<file path="src/rtl/fetch_pkg.sv">
// Shared types and helpers for the instruction fetch controller.
// Pure declarations: no latency, no flow control.
package fetch_pkg;

   typedef enum logic {
      IDLE = 1'b0,
      RUN  = 1'b1
   } fetch_state_e;

   localparam int unsigned FETCH_WORD_BYTES = 4;

   function automatic logic [31:0] fetch_word_align(input logic [31:0] addr);
      return {addr[31:2], 2'b00};
   endfunction

endpackage

</file>
<file path="src/rtl/fetch_credit_cnt.sv">
// Up/down counter saturating at 0 and MAX, with load priority; inc+dec together hold.
// Latency: one cycle from inc/dec/load to cnt_o; no backpressure.
module fetch_credit_cnt #(
   parameter int unsigned W       = 2,
   parameter int unsigned MAX     = 3,
   parameter logic [W-1:0] RST_VAL = '0
) (
   input  logic         clk_i,
   input  logic         rst_i,
   input  logic         load_i,
   input  logic [W-1:0] load_val_i,
   input  logic         inc_i,
   input  logic         dec_i,
   output logic [W-1:0] cnt_o
);

   logic [W-1:0] cnt_d, cnt_q;

   always_comb begin
      cnt_d = cnt_q;
      if (load_i) begin
         cnt_d = load_val_i;
      end else if (inc_i && !dec_i && (cnt_q < W'(MAX))) begin
         cnt_d = cnt_q + 1'b1;
      end else if (dec_i && !inc_i && (cnt_q != '0)) begin
         cnt_d = cnt_q - 1'b1;
      end
   end

   always_ff @(posedge clk_i) begin
      if (rst_i) begin
         cnt_q <= RST_VAL;
      end else begin
         cnt_q <= cnt_d;
      end
   end

   assign cnt_o = cnt_q;

endmodule

</file>
<file path="src/rtl/fetch_ctrl.sv">
// Prefetch sequencer: word requests, response push with PC, redirect flush; FETCH_CTRL_PERF_EN adds perf counters.
// Latency: push combinational with rvalid, new-target request the cycle after redirect; buffer credits throttle requests.
module fetch_ctrl
   import fetch_pkg::*;
#(
   parameter int unsigned ENTRY           = 3,
   parameter int unsigned MAX_OUTSTANDING = 2,
   parameter logic [31:0] RESET_PC        = 32'h1000_0000
) (
   input  logic        clk_i,
   input  logic        rst_i,
   input  logic        fetch_en_i,
   input  logic        redirect_i,
   input  logic [31:0] redirect_pc_i,
   output logic        imem_req_o,
   output logic [31:0] imem_addr_o,
   input  logic        imem_gnt_i,
   input  logic        imem_rvalid_i,
   input  logic [31:0] imem_rdata_i,
   output logic        buf_push_o,
   output logic [31:0] buf_instr_o,
   output logic [31:0] buf_pc_o,
   output logic        buf_skip_lo_o,
   output logic        buf_clear_o,
   input  logic        buf_release_i,
   output logic [31:0] perf_fetch_cnt_o,
   output logic [31:0] perf_drop_cnt_o
);

   localparam int unsigned CW = $clog2(ENTRY + 1);
   localparam int unsigned OW = 2;

   fetch_state_e  state_d, state_q;
   logic [31:0]   fetch_addr_d, fetch_addr_q;
   logic [31:0]   rsp_pc_d, rsp_pc_q;
   logic          skip_d, skip_q;
   logic          pend_d, pend_q;
   logic          new_req, grant, rsp_accept;
   logic [CW-1:0] credit_cnt;
   logic [OW-1:0] out_cnt, discard_cnt, live_cnt, discard_load;

   assign grant      = imem_req_o & imem_gnt_i;
   // A response with nothing outstanding is a leftover from before reset.
   assign rsp_accept = imem_rvalid_i & (out_cnt != '0);
   assign live_cnt   = out_cnt - discard_cnt;
   assign discard_load = out_cnt + OW'(grant) - OW'(rsp_accept);

   assign buf_clear_o   = redirect_i;
   assign buf_push_o    = rsp_accept & (discard_cnt == '0) & !redirect_i;
   assign buf_instr_o   = imem_rdata_i;
   assign buf_pc_o      = rsp_pc_q;
   assign buf_skip_lo_o = skip_q & buf_push_o;
   assign imem_addr_o   = fetch_addr_q;

   always_comb begin
      state_d      = state_q;
      fetch_addr_d = fetch_addr_q;
      rsp_pc_d     = rsp_pc_q;
      skip_d       = skip_q;
      new_req      = (state_q == RUN) && fetch_en_i && (credit_cnt != '0) &&
                     (out_cnt < OW'(MAX_OUTSTANDING)) && !redirect_i;
      // A raised request is held until granted; only a redirect abandons it.
      imem_req_o   = pend_q | new_req;
      pend_d       = imem_req_o & !imem_gnt_i & !redirect_i;

      case (state_q)
         IDLE:    if (fetch_en_i) state_d = RUN;
         RUN:     if (!fetch_en_i && !imem_req_o && (live_cnt == '0)) state_d = IDLE;
         default: state_d = IDLE;
      endcase

      if (redirect_i) begin
         fetch_addr_d = fetch_word_align(redirect_pc_i);
         rsp_pc_d     = fetch_word_align(redirect_pc_i);
         skip_d       = redirect_pc_i[1];
      end else begin
         if (grant)      fetch_addr_d = fetch_addr_q + 32'(FETCH_WORD_BYTES);
         if (buf_push_o) begin
            rsp_pc_d = rsp_pc_q + 32'(FETCH_WORD_BYTES);
            skip_d   = 1'b0;
         end
      end
   end

   always_ff @(posedge clk_i) begin
      if (rst_i) begin
         state_q      <= IDLE;
         fetch_addr_q <= fetch_word_align(RESET_PC);
         rsp_pc_q     <= fetch_word_align(RESET_PC);
         skip_q       <= 1'b0;
         pend_q       <= 1'b0;
      end else begin
         state_q      <= state_d;
         fetch_addr_q <= fetch_addr_d;
         rsp_pc_q     <= rsp_pc_d;
         skip_q       <= skip_d;
         pend_q       <= pend_d;
      end
   end

   fetch_credit_cnt #(.W(CW), .MAX(ENTRY), .RST_VAL(CW'(ENTRY))) u_credit (
      .clk_i      (clk_i),
      .rst_i      (rst_i),
      .load_i     (redirect_i),
      .load_val_i (CW'(ENTRY)),
      .inc_i      (buf_release_i),
      .dec_i      (grant),
      .cnt_o      (credit_cnt)
   );

   // Total in-flight count, live plus discarded.
   fetch_credit_cnt #(.W(OW), .MAX(MAX_OUTSTANDING), .RST_VAL('0)) u_outstanding (
      .clk_i      (clk_i),
      .rst_i      (rst_i),
      .load_i     (1'b0),
      .load_val_i ('0),
      .inc_i      (grant),
      .dec_i      (rsp_accept),
      .cnt_o      (out_cnt)
   );

   fetch_credit_cnt #(.W(OW), .MAX(3), .RST_VAL('0)) u_discard (
      .clk_i      (clk_i),
      .rst_i      (rst_i),
      .load_i     (redirect_i),
      .load_val_i (discard_load),
      .inc_i      (1'b0),
      .dec_i      (rsp_accept & (discard_cnt != '0)),
      .cnt_o      (discard_cnt)
   );

`ifdef FETCH_CTRL_PERF_EN
   logic [31:0] perf_fetch_d, perf_fetch_q;
   logic [31:0] perf_drop_d, perf_drop_q;
   logic        drop;

   assign drop = rsp_accept & ((discard_cnt != '0) | redirect_i);

   always_comb begin
      perf_fetch_d = perf_fetch_q + 32'(buf_push_o);
      perf_drop_d  = perf_drop_q + 32'(drop);
   end

   always_ff @(posedge clk_i) begin
      if (rst_i) begin
         perf_fetch_q <= '0;
         perf_drop_q  <= '0;
      end else begin
         perf_fetch_q <= perf_fetch_d;
         perf_drop_q  <= perf_drop_d;
      end
   end

   assign perf_fetch_cnt_o = perf_fetch_q;
   assign perf_drop_cnt_o  = perf_drop_q;
`else
   assign perf_fetch_cnt_o = '0;
   assign perf_drop_cnt_o  = '0;
`endif

endmodule
</file>
<file path="config.mk">
export PLATFORM = sky130hd
export DESIGN_NAME = fetch_ctrl
export DESIGN_NICKNAME = d
export VERILOG_FILES = /design/src/rtl/fetch_pkg.sv /design/src/rtl/fetch_credit_cnt.sv /design/src/rtl/fetch_ctrl.sv
export SDC_FILE = /design/constraint.sdc
export NUM_CORES = 1
export LEC_CHECK = 0
export ABC_AREA = 0
export BUFFER_PORTS_ARGS = -buffer_cell sky130_fd_sc_hd__buf_4
export CORE_MARGIN = 3
export CORE_UTILIZATION = 43
export CTS_BUF_LIST = sky130_fd_sc_hd__clkbuf_8
export DETAILED_ROUTE_END_ITERATION = 16
export GPL_ROUTABILITY_DRIVEN = 1
export GPL_TIMING_DRIVEN = 0
export PLACE_DENSITY = 0.88
export REMOVE_ABC_BUFFERS = 1
export SYNTH_ARGS = -nofsm -noshare
export SYNTH_HDL_FRONTEND = slang
export SYNTH_SLANG_ARGS = --single-unit
export TNS_END_PERCENT = 20
</file>
<file path="constraint.sdc">
create_clock -name clk_i -period 1.85 [get_ports clk_i]
set_input_delay 0.37 -clock clk_i [delete_from_list [all_inputs] [get_ports clk_i]]
set_output_delay 0.37 -clock clk_i [all_outputs]
set_load 0.01 [all_outputs]
</file>
==> results of run 1 <==
-- cells in the mapped netlist, types with 3 or more instances --
master,instances
nor3_2,3
buf_2,7
xnor2_1,37
a21boi_1,15
a22oi_1,5
inv_1,25
nor2_1,24
a21oi_1,32
nor3_1,13
dfxtp_1,69
nor4_2,12
xor2_1,23
clkbuf_1,16
buf_4,101
nand4_1,20
nand2_1,34
a211oi_1,8
o21ai_0,7
and3_1,14
o21a_1,4
nand3_1,24
o22ai_1,8
ha_1,5
a21boi_0,14
o21bai_1,3
and4_1,9
-- layer usage --
| layer | wire (microns) | part of all wire | up-vias |
|---|---|---|---|
| li1 | - | - | 1961 |
| met1 | 5870 | 0.42 | 1969 |
| met2 | 6430 | 0.46 | 228 |
| met3 | 1490 | 0.11 | 16 |
| met4 | 191 | 0.014 | 2 |
| met5 | 44 | 0.0031 | - |
-- metrics by stage --
| step | std cells | worst slack [ns] | util | TNS [ns] | hold WS, ns |
|---|---|---|---|---|---|
| 2_1_floorplan | 508 | -0.513 | - | -5.17 | 0.435 |
| 3_3_place_gp | 745 | -1.51 | 0.479 | -60.40 | 0.454 |
| 3_5_place_dp | 745 | -1.31 | 0.479 | -38.66 | 0.504 |
| 4_1_cts | 766 | -0.000478 | 0.514 | -0.000478 | 0.239 |
| 5_1_grt | 782 | -0.105 | 0.537 | -0.979 | 0.265 |
| 6_report | 782 | -0.0103 | 0.537 | -0.0139 | 0.247 |
-- sequential cells by signal, summed over array words and instances (netlist names) --
| signal | flops |
|---|---|
| imem_addr_o | 30 |
| pend_q | 1 |
| state_q | 1 |
| skip_q | 1 |
| buf_pc_o | 30 |
| u_discard.cnt_o | 2 |
| u_credit.cnt_o | 2 |
| u_outstanding.cnt_o | 2 |
-- cells in the final DEF (no fill, tap or decap), types with 3 or more instances in the layout --
cell and instances:
nor2_1 23, nor3_1 11, clkbuf_8 9, inv_1 26
conb_1 68, a211oi_1 8, nor3_2 3, nor4_2 12
nand4_1 20, o21ai_0 7, a21boi_1 17, and3_1 13
dfxtp_1 60, a21oi_1 32, buf_12 4, xor2_1 23
a22oi_1 5, o21a_1 4, nand3_1 22, xnor2_1 36
a21boi_0 12, buf_4 115, nand2_1 34, and4_1 7
o22ai_1 8, o21bai_1 3, dfxtp_2 8
-- where the power goes --
| group | internal, mW | leakage (nW) | switching, mW |
|---|---|---|---|
| registers | 1.58 | 0.575 | 0.128 |
| clock network | 0.743 | 0.113 | 0.605 |
| logic | 0.291 | 1.63 | 0.336 |
| total | 2.61 | 2.32 | 1.07 |
-- final timing paths --
path	startpoint	end	slack, ns
min	fetch_en_i	state_q	0.25
min reg2reg	state_q	state_q	0.52
max reg2reg	u_outstanding.cnt_o[1]	u_discard.cnt_o[1]	-0.01
max	u_outstanding.cnt_o[1]	u_discard.cnt_o[1]	-0.01
-- worst min-delay path, stage by stage --
cell and delay, ns:
buf_4 0.08, a21oi_1 0.03, nor2_1 0.08
-- layout make-up --
| class | count | area, sq um |
|---|---|---|
| inverter | 27 | 116 |
| timing repair buffer | 121 | 980 |
| multi-input combinational | 413 | 2750 |
| fill | 943 | 4840 |
| clock buffer | 9 | 124 |
| tap | 136 | 170 |
| clock inverter | 7 | 83.8 |
| sequential | 69 | 1400 |
-- what timing repair did --
action | 4_1_cts | 5_1_grt
setup buffers | 4 | 15
hold buffers | 0 | 0
endpoints found under the setup margin | 64 | 46
gates resized for setup | 27 | 23
cloned | 1 | 1
pin swaps | 6 | 15
-- cell families (layout without fill, tap and decap cells) --
| family | count (synthesis) | in the layout | synth area share |
|---|---|---|---|
| fa+ha+maj | 5 | 5 | 0.0133 |
| other cells | 1 | 68 | 0.000798 |
| mux | 1 | 1 | 0.00213 |
| simple gates | 167 | 167 | 0.211 |
| flops | 69 | 69 | 0.294 |
| xor+xnor | 60 | 60 | 0.112 |
| compound gates | 111 | 112 | 0.161 |
| buf+inv | 153 | 164 | 0.206 |
==> results.cfg, run 1 <==
[status]
status = complete, but fails checks
violations = negative setup slack

[detailed_routing]
routed_wl_microns = 14000
drtIter0Drc = 285
wire_per_inst_microns = 17.9
drt_first_pass_iters = 7
ant_nets = 0
vias = 4176
route.detailed.drc = 0
via_per_inst = 5.34

[power]
power_per_cell_area_nw_per_um2 = 655
power.leakage_nw = 2.32
power_mw = 3.68
irDropWorstVdd_v = 0.000291

[clocking]
cts_root_buf = clkbuf_8
numCtsBuffers = 9
cts_buffer_depth = 2
clkTransAtPathRegs_ns = 0.08
cts.sinks = 69
insertion_delay_ns = 0.36
cts_max_level = 3
cts_tree = yes

[sta]
hold_viol = 0
finalCritPeriodShare = 1.01
rsz0062_at_grt = true
fin_ws_ns = -0.0103
setup_viol = 2
fmax_ghz = 0.538
clock-skew-final_ns = 0.00866
slew-limit-headroom = 0.560
drv_slew = 0
tightest_slew_ns = 0.657
fin_crit_ns = 1.86

[floorplanning]
core.rowCount = 37
pin_count = 235
die_w_microns = 111
initial_utilization = 0.449
core_area_sq_um = 10500
die-height_microns = 111
dieArea_sq_um = 12200

[grt]
antenna_found_initial = 0
grtUsageMet2 = 0.326
track_usage = 0.214
grt.overflow.total = 0
grt_pass1_wl_microns = 20800
top_usage_layer = met2
grtUsageMet1 = 0.280
grt_pass1_vias = 3728
grt_max_degree = 63
use_met3 = 0.0784

[worst_setup_path]
crit_type = reg -> reg
cp.arrival_ns = 2.15
crit_chain = and4bb_4, o211ai_4, inv_4, ha_2, xnor2_2, xnor2_1, nand2_1, a21oi_1
cpMaxStageDelayCell = dfxtp_4
critPathRequiredTime_ns = 2.14
reg2reg_depth = 8
cp_num_cells = 8
cp_num_buf_inv = 1
crit_family = compound AO/OA/AOI/OAI gates
worstSetupEndpointType = flop
crit_path_max_incr_delay_ns = 0.40
start_kind = flop
crit_fanout = 8

[yosys]
netlist.area_leader.share = 0.294
synth_area_leaders = dfxtp_1, buf_4, xnor2_1
ys.flop_type = dfxtp_1
post_synth_num_cell_types = 52
yosys_warnings = 0
synth_seq_cells = 69
netlist_instances = 567
synth_area_leader_cell = dfxtp_1
synth_edf_count = 0
synth_area_sq_um = 4700
synth_seq_area_share = 0.294
synthArstFlopShare = 0
avgSynthCellArea_sq_um = 8.29

[finish]
fin_area_sq_um = 5620
drive_above_1_share = 0.291
nets = 717
n_antenna_cell = 0
syn2layout_area_growth_pct = 19.6

[worst_hold_path]
holdPathStages = 3
hp-class = in -> reg

[placement]
place_area_sq_um = 5010
routabilityCongestion = 0.811
dp_hpwl_microns = 9630
io_buffers = 101

[run]
drv_cap = 0
No activity file was read; power rests on OpenSTA's default activity.
==> run 2, diff against run 1 <==
--- a/config.mk
+++ b/config.mk
@@ -8,12 +8,11 @@
 export ABC_AREA = 0
 export BUFFER_PORTS_ARGS = -buffer_cell sky130_fd_sc_hd__buf_4
 export CORE_MARGIN = 3
-export CORE_UTILIZATION = 43
-export CTS_BUF_LIST = sky130_fd_sc_hd__clkbuf_8
+export CORE_UTILIZATION = 42
 export DETAILED_ROUTE_END_ITERATION = 16
 export GPL_ROUTABILITY_DRIVEN = 1
 export GPL_TIMING_DRIVEN = 0
-export PLACE_DENSITY = 0.88
+export PLACE_DENSITY = 0.86
 export REMOVE_ABC_BUFFERS = 1
 export SYNTH_ARGS = -nofsm -noshare
 export SYNTH_HDL_FRONTEND = slang
==> run 2 against run 1 <==
The run still ends with negative setup slack left; fmax is 0.96% lower; worst setup slack worse by 0.018 ns; core utilization is 1.3 points lower; cell area is 1.1% lower; non-clock buffer count is 2 lower; sequential power hardly changed; worst hold slack better by 0.0040 ns; critical path depth is 5 lower; die area is 2.3% higher; wire length is 2.0% higher; via count is 1.5% lower; critical endpoint is now buf_push_o; largest cell class unchanged.
==> results.cfg, run 2 (same netlist as run 1, synthesis figures left out) <==
[finish]
final_cells = 779
n_antenna_cell = 0
final_cell_mix = buf_4, conb_1, dfxtp_1
fin_area_sq_um = 5560
nets = 715
layout_commonest_cell = buf_4
drive_above_1_share = 0.286
syn2layout_area_growth_pct = 18.3

[clocking]
cts_hold_buf = 0
clkTransAtPathRegs_ns = 0.07
cts_tree = yes
insertion_delay_ns = 0.35
cts_max_level = 3
cts.sinks = 69
cts_buffer_depth = 2
cts_root_buf = clkbuf_8
numCtsBuffers = 9

[grt]
grt_pass1_wl_microns = 21200
grt_max_degree = 63
grtUsageMet2 = 0.307
antenna_found_initial = 0
track_usage = 0.216
top_usage_layer = met2
use_met3 = 0.107
grt.overflow.total = 0
grtUsageMet1 = 0.282
grt_pass1_vias = 3793

[worst_setup_path]
start_kind = flop
reg2reg_depth = 6
cp.arrival_ns = 1.51
critPathRequiredTime_ns = 1.48
crit_fanout = 7
crit_type = reg -> out
worstSetupEndpointType = primary output

[floorplanning]
dieArea_sq_um = 12500
pin_count = 235
die_w_microns = 112
initial_utilization = 0.443
core_area_sq_um = 10600
core.rowCount = 37
die-height_microns = 112

[detailed_routing]
route.detailed.drc = 0
ant_nets = 0
via_per_inst = 5.28
wire_per_inst_microns = 18.4
drtIter0Drc = 293
drt_first_pass_iters = 5
vias = 4112
routed_wl_microns = 14300

[sta]
fin_crit_ns = 1.88
rsz0062_at_grt = true
drv_slew = 0
fmax_ghz = 0.532
setup_viol = 1
slew-limit-headroom = 0.517
fin_ws_ns = -0.0283
holdWs_ns = 0.251
tightest_slew_ns = 0.721
clock-skew-final_ns = 0.00440
finalCritPeriodShare = 1.02
hold_viol = 0

[placement]
io_buffers = 101
place_inst = 745
routabilityCongestion = 0.823
place_area_sq_um = 5010
dp_hpwl_microns = 9880

[status]
status = complete, but fails checks
violations = negative setup slack

[power]
switching_power_mw = 1.03
power_mw = 3.59
power_per_cell_area_nw_per_um2 = 645
irDropWorstVdd_v = 0.000316
swShare = 0.287
power.leakage_nw = 2.29
p_int_mw = 2.56
clock_power_share = 0.351
combinationalPowerShare = 0.174
power_frac_seq = 0.475

[worst_hold_path]
hp-class = in -> reg
holdPathStages = 3

[run]
drv_cap = 0
run 2: power by group through the flow:
stage	sequential, mW	combinational, mW	clock (mW)
after CTS	1.70	0.614	1.27
after floorplan	1.75	0.267	0
after global placement	1.73	0.588	0
after global routing	1.72	0.684	1.35
after detailed placement	1.73	0.595	0
final	1.70	0.625	1.26
run 2: metal layers:
layer	part of all wire	vias up
li1	-	1961
met1	0.42	1920
met2	0.45	208
met3	0.11	21
met4	0.014	2
met5	0.0043	-
run 2: worst max-delay path: stages, from the launching register on:
cell      delay (ns)
dfxtp_1         0.40
o211ai_1        0.45
nor2_1          0.14
buf_4           0.17
run 2: worst paths after layout:
check | to | slack (ns) | startpoint
max | buf_push_o | -0.03 | u_outstanding.cnt_o[0]
min reg2reg | imem_addr_o[3] | 0.52 | imem_addr_o[3]
max reg2reg | imem_addr_o[22] | 0.03 | u_outstanding.cnt_o[1]
min | skip_q | 0.25 | redirect_pc_i[1]
run 2: timing repair:
| item | 4_1_cts | 5_1_grt |
|---|---|---|
| setup buffers | 4 | 14 |
| pin swaps | 6 | 16 |
| gates cloned | 1 | 0 |
| resized for setup | 28 | 22 |
| endpoints found under the setup margin | 67 | 51 |
| hold endpoints to repair | 0 | 0 |
run 2: cell type report:
type	instances	area, sq um
Fill cell	1000	5040
Clock inverter	1	30.0
Clock buffer	14	163
Inverter	27	116
Multi-Input combinational cell	413	2740
Timing Repair Buffer	119	946
Sequential cell	69	1400
Tap cell	136	170
run 2: through the flow:
step,setup slack [ns],utilization,setup TNS [ns]
floorplan,-0.513,-,-5.17
global placement,-1.55,0.473,-64.34
detailed placement,-1.41,0.473,-42.89
CTS,-0.0269,0.506,-0.0370
global route,-0.120,0.524,-0.533
finish,-0.0283,0.524,-0.0283
==> run 3, diff against run 2 <==
--- a/config.mk
+++ b/config.mk
@@ -14,6 +14,7 @@
 export GPL_TIMING_DRIVEN = 0
 export PLACE_DENSITY = 0.86
 export REMOVE_ABC_BUFFERS = 1
+export SKIP_LAST_GASP = 1
 export SYNTH_ARGS = -nofsm -noshare
 export SYNTH_HDL_FRONTEND = slang
 export SYNTH_SLANG_ARGS = --single-unit
==> run 3 against run 2 <==
The run still ends with negative setup slack left; wire length increased by 0.15%; worst hold slack improved by 0.0016 ns; sequential cell count unchanged; via count increased by 1.1%; register-to-register slack about the same; clock power about the same; combinational power about the same; critical path depth unchanged; final cell count unchanged; core utilization decreased by 0.083 points; critical endpoint unchanged; largest cell class unchanged; highest routed layer unchanged.
==> results.cfg, run 3 (same netlist as run 1, synthesis figures left out) <==
[sta]
slew-limit-headroom = 0.516
drv_slew = 0
rsz0062_at_grt = true
finalCritPeriodShare = 1.01
fmax_ghz = 0.538
fin_crit_ns = 1.86
hold_viol = 0
tightest_slew_ns = 0.723
setup_viol = 1
setup-tns-final_ns = -0.00994
clock-skew-final_ns = 0.00672
fin_ws_ns = -0.00994

[worst_hold_path]
hp-class = in -> reg

[clocking]
numCtsBuffers = 9
clkTransAtPathRegs_ns = 0.07
cts_buffer_depth = 2
cts_tree = yes
cts.sinks = 69
cts_max_level = 3
cts_hold_buf = 0
cts_root_buf = clkbuf_8
insertion_delay_ns = 0.35

[finish]
final_cells = 779
syn2layout_area_growth_pct = 18.1
layout_commonest_cell = buf_4
nets = 715
n_antenna_cell = 0
n_fill_cell = 995
final_cell_mix = buf_4, conb_1, dfxtp_1
drive_above_1_share = 0.278
seq_area_sq_um = 1400
multi_input_area_sq_um = 2730

[detailed_routing]
drt_first_pass_iters = 5
routed_wl_microns = 14300
dr_wl_met2_microns = 6520
vias = 4157
drt-met1-wl_microns = 5950
via_per_inst = 5.34
wire_per_inst_microns = 18.4
drtIter0Drc = 325
top_layer_used = met5
wl_met3_microns = 1560
route.detailed.drc = 0
ant_nets = 0

[placement]
dp_hpwl_microns = 9880
place_inst = 745
post-place-ws_ns = -1.41
routabilityCongestion = 0.823
io_buffers = 101

[worst_setup_path]
critPathRequiredTime_ns = 1.48
cp.arrival_ns = 1.49
worstReg2RegEnd = imem_addr_o[22]
worstSetupEndpointType = primary output
reg2reg_slack_ns = 0.02
crit_fanout = 7
crit_type = reg -> out
crit_path_start = u_outstanding.cnt_o[0]
rr_startpoint = u_outstanding.cnt_o[1]
worstSetupEndpoint = buf_push_o
start_kind = flop
reg2reg_depth = 6

[power]
swShare = 0.287
irDropWorstVdd_v = 0.000316
p_int_mw = 2.55
switching_power_mw = 1.03
power_frac_seq = 0.475
clock_power_share = 0.351
power_per_cell_area_nw_per_um2 = 645
combinationalPowerShare = 0.174
power.leakage_nw = 2.26

[grt]
grt_pass1_wl_microns = 21100
grt_pass1_vias = 3760
antenna_found_initial = 0
grt_max_degree = 63
grt.overflow.total = 0
track_usage = 0.215

[status]
violations = negative setup slack
status = complete, but fails checks

[floorplanning]
initial_utilization = 0.443
core_area_sq_um = 10600
die_w_microns = 112
core.rowCount = 37
die-height_microns = 112
pin_count = 235
dieArea_sq_um = 12500

[run]
drv_cap = 0
run 3: how the worst min path moves through the flow:
stage | from | end | slack, ns | depth (start not counted)
4_1_cts | fetch_en_i | state_q | 0.23 | 3
2_1_floorplan | rst_i | imem_addr_o[25] | 0.43 | 1
3_3_place_gp | state_q | state_q | 0.46 | 2
5_1_grt | imem_gnt_i | pend_q | 0.26 | 2
3_5_place_dp | state_q | state_q | 0.47 | 2
6_report | redirect_pc_i[1] | skip_q | 0.25 | 3
run 3: worst max-delay path, cell delays in order (launching register included):
cell and delay [ns]:
dfxtp_1 0.51, o211ai_1 0.26, nor2_1 0.22, buf_4 0.15
run 3: layer usage:
metal,GRT usage,up-vias
met5,0.0510,-
met4,0.0568,2
met3,0.107,24
met2,0.311,210
met1,0.280,1960
li1,-,1961
run 3: metrics by stage:
| step | power (mW) | cell area (sq um) | hold slack, ns | utilization |
|---|---|---|---|---|
| 2_1_floorplan | 2.01 | 4080 | 0.435 | - |
| 3_3_place_gp | 2.31 | 5010 | 0.460 | 0.473 |
| 3_5_place_dp | 2.33 | 5010 | 0.474 | 0.473 |
| 4_1_cts | 3.57 | 5330 | 0.234 | 0.503 |
| 5_1_grt | 3.74 | 5550 | 0.260 | 0.524 |
| 6_report | 3.58 | 5550 | 0.253 | 0.524 |
run 3: power groups by stage:
stage                     registers [mW]  clock network [mW]  logic (mW)
after CTS                           1.70                1.27       0.610
after global placement              1.73                   0       0.588
after floorplan                     1.75                   0       0.267
after detailed placement            1.73                   0       0.595
final                               1.70                1.26       0.623
after global routing                1.72                1.34       0.681
run 3: final cells by class:
class,count,area share
Sequential cell,69,0.251
Clock buffer,14,0.0293
Tap cell,136,0.0307
Clock inverter,1,0.00541
Timing Repair Buffer,119,0.170
Multi-Input combinational cell,413,0.492
Inverter,27,0.0210
run 3: repair_timing:
| action | CTS | global route |
|---|---|---|
| buffers inserted | 4 | 14 |
| resized for setup | 21 | 21 |
| setup endpoints to repair | 67 | 52 |
| gates cloned | 1 | 0 |
| pin swaps | 5 | 11 |
